--- config.mk ---
export PLATFORM = sky130hd
export DESIGN_NAME = regfile_dump_reader
export DESIGN_NICKNAME = d
export VERILOG_FILES = /design/src/rtl/regfile_dump_reader.sv
export SDC_FILE = /design/constraint.sdc
export NUM_CORES = 1
export LEC_CHECK = 0
export CAP_MARGIN = 40
export CORE_UTILIZATION = 46
export DETAILED_ROUTE_END_ITERATION = 10
export PLACE_DENSITY = 0.83
export SYNTH_ARGS = -nofsm -noshare
export SYNTH_HDL_FRONTEND = slang
export SYNTH_SLANG_ARGS = --single-unit
--- constraint.sdc ---
create_clock -name clk -period 2.9 [get_ports clk]
set_input_delay 0.725 -clock clk [delete_from_list [all_inputs] [get_ports clk]]
set_output_delay 0.725 -clock clk [all_outputs]
set_load 0.02 [all_outputs]
--- src/rtl/regfile_dump_reader.sv ---
// Register-file dump engine: walks [firstAddr..lastAddr] with wrap and streams beats.
// Optional trailing XOR checksum beat when REGFILE_DUMP_CHECKSUM_EN is defined.
module regfile_dump_reader #(
  parameter int DataWidth  = 16,
  parameter int NumRegs    = 16,
  parameter int IndexWidth = $clog2(NumRegs)
) (
  input  logic                  clk,
  input  logic                  rst,
  input  logic                  start,
  input  logic [IndexWidth-1:0] firstAddr,
  input  logic [IndexWidth-1:0] lastAddr,
  output logic                  busy,
  output logic                  done,
  output logic [IndexWidth-1:0] rfReadAddr,
  input  logic [DataWidth-1:0]  rfReadData,
  output logic                  outValid,
  input  logic                  outReady,
  output logic [DataWidth-1:0]  outData,
  output logic [IndexWidth-1:0] outIndex,
  output logic                  outLast
);

`ifdef REGFILE_DUMP_CHECKSUM_EN
  typedef enum logic [2:0] {
    IDLE, FETCH, SEND, CKSUM, DONE
  } state_t;
`else
  typedef enum logic [1:0] {
    IDLE, FETCH, SEND, DONE
  } state_t;
`endif

  localparam logic [IndexWidth-1:0] MaxIdx =
    IndexWidth'(NumRegs - 1);

  state_t state, nstate;
  logic [IndexWidth-1:0] cur, endq;
  logic hs, at_end;

`ifdef REGFILE_DUMP_CHECKSUM_EN
  logic [DataWidth-1:0] acc;
`endif

  assign hs     = outValid && outReady;
  assign at_end = (cur == endq);

  function automatic logic [IndexWidth-1:0] clamp(
    input logic [IndexWidth-1:0] a
  );
    return (a > MaxIdx) ? MaxIdx : a;
  endfunction

  function automatic logic [IndexWidth-1:0] nxt(
    input logic [IndexWidth-1:0] a
  );
    return (a == MaxIdx) ? '0 : a + 1'b1;
  endfunction

  always_ff @(posedge clk or posedge rst) begin
    if (rst) state <= IDLE;
    else     state <= nstate;
  end

  always_comb begin
    nstate = state;
    unique case (state)
      IDLE:  if (start) nstate = FETCH;
      FETCH: nstate = SEND;
      SEND: begin
        if (hs) begin
`ifdef REGFILE_DUMP_CHECKSUM_EN
          nstate = at_end ? CKSUM : FETCH;
`else
          nstate = at_end ? DONE : FETCH;
`endif
        end
      end
`ifdef REGFILE_DUMP_CHECKSUM_EN
      CKSUM: if (hs) nstate = DONE;
`endif
      DONE:  nstate = IDLE;
      default: nstate = IDLE;
    endcase
  end

  always_comb begin
    busy       = (state != IDLE);
    done       = (state == DONE);
    rfReadAddr = (state == IDLE) ? '0 : cur;
  end

  always_ff @(posedge clk or posedge rst) begin
    if (rst) begin
      cur      <= '0;
      endq     <= '0;
      outValid <= 1'b0;
      outData  <= '0;
      outIndex <= '0;
      outLast  <= 1'b0;
`ifdef REGFILE_DUMP_CHECKSUM_EN
      acc      <= '0;
`endif
    end else begin
      if (state == IDLE && start) begin
        cur  <= clamp(firstAddr);
        endq <= clamp(lastAddr);
`ifdef REGFILE_DUMP_CHECKSUM_EN
        acc  <= '0;
`endif
      end
      if (state == FETCH) begin
        outValid <= 1'b1;
        outData  <= rfReadData;
        outIndex <= cur;
`ifdef REGFILE_DUMP_CHECKSUM_EN
        outLast  <= 1'b0;
`else
        outLast  <= at_end;
`endif
      end
      if (state == SEND && hs) begin
        outValid <= 1'b0;
        if (!at_end) cur <= nxt(cur);
`ifdef REGFILE_DUMP_CHECKSUM_EN
        acc <= acc ^ outData;
        // checksum beat follows the last register beat directly
        if (at_end) begin
          outValid <= 1'b1;
          outData  <= acc ^ outData;
          outIndex <= '0;
          outLast  <= 1'b1;
        end
`endif
      end
`ifdef REGFILE_DUMP_CHECKSUM_EN
      if (state == CKSUM && hs) outValid <= 1'b0;
`endif
    end
  end

endmodule
# After elaboration in Yosys (flattened, before gate mapping)
# Index checks and enable logic that the tools add are counted.
# word_totals
output_inout_bits,28
word_cells,37
input_bits,28
regBits,32
# classes
n_reduce_logical,7
add_sub_neg,1
n_eq_ne,7
muxes,13
magnitude_cmp,2
# ops
cell,n
two-way mux 4 bit,7
"> comparator 4 bit, second input constant",2
case mux 2 bit (4 select lines),1
two-way mux 2 bit,3
"adder 4 x 1 -> 4 bit, second input constant",1
"== test 2 bit, second input constant",2
== test 4 bit,1
"== test 4 bit, second input constant",1
"!= test 2 bit, second input constant",2
nonzero test 2 bit,2
logical AND 1 bit,3
"== test 2 x 1 -> 1 bit, second input constant",1
zero test 2 bit,1
two-way mux 1 bit,2
AND reduction 2 bit,1

# Depth between registers and ports, before layout
# depth
ltp_word,5
ltp_mapped,4
ltp_nobuf,4

# Least setup slack after synthesis
# OpenSTA, ideal clock, no wires.
# synth_path
path_kind,input port to flip-flop
from,input start
to,register cur[1]
setup_time_ns,0.125
arrival_ns,1.651
n_path_buf,1
path_slack_ns,1.124
stages,4
required_time_ns,2.775
cell_sequence,nor3b_1 -> buf_4 -> mux2_2 -> mux2_4
# synth_between
elab_chain_len,4
# synth_lines
element,line_no,source
"start, declared",10,"input logic start,"
logical AND 1 bit (*),105,if (state == IDLE && start) begin
two-way mux 4 bit (*),105,
two-way mux 4 bit,124,if (!at_end) cur <= nxt(cur);
two-way mux 4 bit (*),122,if (state == SEND && hs) begin
"end signal, assigned",106,cur <= clamp(firstAddr);
"end signal, assigned",124,
"end, declared",38,"logic [IndexWidth-1:0] cur, endq;"
# Every way passes the cells marked *; elsewhere a longest branch is shown, timed or not.
# A chain may end at the register's enable or synchronous reset.

# Final worst setup path
# layout_path
from,register state[1]
to,output rfReadAddr[1]
# layout_between
elab_chain_len,2
# layout_lines
element,line_no,source
"start, declared",37,"state_t state, nstate;"
"start signal, assigned",62,else state <= nstate;
zero test 2 bit,90,rfReadAddr = (state == IDLE) ? '0 : cur;
two-way mux 4 bit,90,
"end, declared",15,"output logic [IndexWidth-1:0] rfReadAddr,"
# No other way between the ends.

==> flow_summary.yaml <==
grt:
  grt_max_degree: 24
  antenna_found_initial: 0
  grt_usage_pct: 21.1
  grt_pass1_wl_mm: 5.29
  overflow: 0
  grt_pass1_vias: 1210
synth:
  synthFlopType: "dfrtp_1"
  ys_types: 27
  yosysSeqAreaShare_pct: 55.0
  synthCells: 145
  yosys_warnings: 0
  syn_nets: 174
  ys_ff_latch: 32
  synth_area_per_cell_um2: 10.0
  synth_edf_count: 0
  syn_area_um2: 1460
  async_flop_share_pct: 100
clock_tree:
  clk_pin_slew_worst_paths_ps: 90
  cts_tree: "yes"
  numCtsBuffers: 5
  clk_latency_ps: 330
  cts_setup_buffers: 0
  holdBufCountCts: 0
  clock_path_buffers: 2
  cts.sinks: 32
  ctsRootBufferMaster: "clkbuf_4"
  cts_resized: 0
  h-tree-depth: 2
floorplanning:
  ios: 56
  rows: 20
  start_util_pct: 48.1
  coreArea_um2: 3030
  dieArea_um2: 3390
  dieHeight_um: 58.2
  die_w_um: 58.2
run_status:
  status: "complete, no violations"
finish:
  final_nets: 232
  final_cells: 248
  antennaDiodeCount: 0
  syn2layout_area_growth_pct: 45.0
  postLayoutCellArea_um2: 2110
  layout-drive-gt1-share_pct: 9.31
  fill_cells: 244
worst_setup_path:
  r2r_cells: 3
  worstSetupStartpointType: "flip-flop"
  critPathMaxFanout: 7
  worstPathRequired_ps: 2170
  cp-end-kind: "output port"
  cpPeakStageDelay_ps: 550
  ff2ff_setup_slack_ps: 1270
  crit_slowest_cell: "clkdlybuf4s50_1"
  r2r_start: "cur[0]"
  crit_type: "reg -> out"
  path_cells: "nor2_1 -> nor2b_1 -> clkdlybuf4s50_1"
  r2r-end: "cur[1]"
  arrival_ps: 1690
pwr:
  powerDensity_nw_per_um2: 1180
  p_seq_share_pct: 34.4
  clock_power_share_pct: 10.7
  p_total_w: 0.00248
  vdd_ir_drop_max_mv: 0.594
  comb_power_share_pct: 54.9
  power.switching_w: 0.00104
  power.internal_w: 0.00144
  swShare_pct: 41.9
  p_leak_nw: 0.962
placed_design:
  place_area_um2: 2050
  globalplace.congestion: 0.820
  dp_slack_ps: 617
  place_hpwl_mm: 2.48
  io_buffers: 55
  dp_cells: 240
route:
  route.antenna.remaining_nets: 0
  first_pass_iters: 4
  wl_per_cell_um: 13.2
  first_iter_violations: 62
  via_per_inst: 4.70
  vias: 1166
  drc_errors: 0
  drt-total-wl_mm: 3.27
min_path:
  hold_end: "outData[4]"
  hold_class: "reg -> reg"
  whs_path_depth: 2
  hp-start: "outData[4]"
timing:
  setup_slack_ps: 483
  finClkSkew_ps: 7.24
  maxSlewHeadroom_pct: 45.8
  fmax_mhz: 414
  min_period_over_period_pct: 83.4
  hold_violations: 0
  drv_slew: 0
  rsz0062_at_grt: "false"
  tightest_slew_ps: 813
  setup_tns_ps: 0
  min_period_ps: 2420
  setup_viol: 0
flow_run:
  cap_violations: 0
[cells in the mapped netlist, types with 2 or more instances]
library cell	instances	area, um2
clkbuf_1	4	15.0
nand2_1	63	236
nand2b_1	2	12.5
nor2b_1	6	37.5
dfrtp_1	32	801
xnor2_1	3	26.3
buf_2	2	10.0
inv_1	3	11.3
xnor2_2	2	32.5
mux2_2	5	56.3
o21ai_0	2	10.0
mux2i_1	6	60.1
[cell type report]
| class | count | area [um2] | area share (%) |
|---|---|---|---|
| repair buffers | 58 | 573 | 27.2 |
| flip-flops and latches | 32 | 801 | 38.0 |
| multi-input cells | 103 | 611 | 28.9 |
| inverters | 3 | 11.3 | 0.534 |
| clock buffers | 8 | 58.8 | 2.79 |
| well taps | 44 | 55.1 | 2.61 |
[metal layers]
layer  vias to the layer above  wire, um  track usage (%)  share of wire (%)
met3                         7       149             4.69                4.6
met2                        37      1610             36.1                 49
met5                         -         0                0                  0
li1                        582         -                -                  -
met1                       540      1460             24.7                 45
met4                         0        50             10.9                1.5
[state kept, by name, indices dropped and copies added (netlist names)]
register  count
cur           4
endq          4
outData      16
outIndex      4
outLast       1
outValid      1
state         2
[metrics by stage]
step	hold slack [ps]	utilization, %
global placement	457	67.7
detailed placement	463	67.7
floorplan	502	-
CTS	486	69.7
finish	482	69.7
global route	508	69.7
[power groups by stage]
stage               Sequential, W  Combinational [W]  Clock, W
global route             0.000886            0.00148  0.000293
global placement         0.000848            0.00133         0
finish                   0.000853            0.00136  0.000266
detailed placement       0.000863            0.00137         0
floorplan                0.000980           0.000699         0
CTS                      0.000854            0.00138  0.000274
[worst max-delay path by stage]
stage             start            end  cells after the start
2_1_floorplan     start         cur[1]                      4
3_3_place_gp      start         cur[1]                      4
3_5_place_dp      start         cur[1]                      4
4_1_cts        state[1]  rfReadAddr[1]                      3
5_1_grt        state[1]  rfReadAddr[1]                      3
6_report       state[1]  rfReadAddr[1]                      3
[kinds of logic (layout without fill, tap and decap cells)]
group,Yosys count,after routing,synth area share [%]
buf+inv,10,69,3.01
compound gates,7,7,4.90
fa+ha+maj,1,1,0.860
xor+xnor,5,5,4.04
flops,32,32,55.0
simple gates,78,78,23.1
mux,12,12,9.03
[critical path: cells and delay by family, from the launching register on]
kind          cells  cell delay [ps]
buf+inv           1              550
flops             1              450
simple gates      2              370
[cells in the final DEF (no fill, tap or decap), types with 3 or more instances in the layout]
cell type	count
nand2_1	63
clkdlybuf4s50_1	55
dfrtp_1	32
nor2b_1	6
mux2i_1	6
mux2_2	5
clkbuf_4	5
xnor2_1	3
inv_1	3
buf_4	3
(Power assumes the default switching activity.)
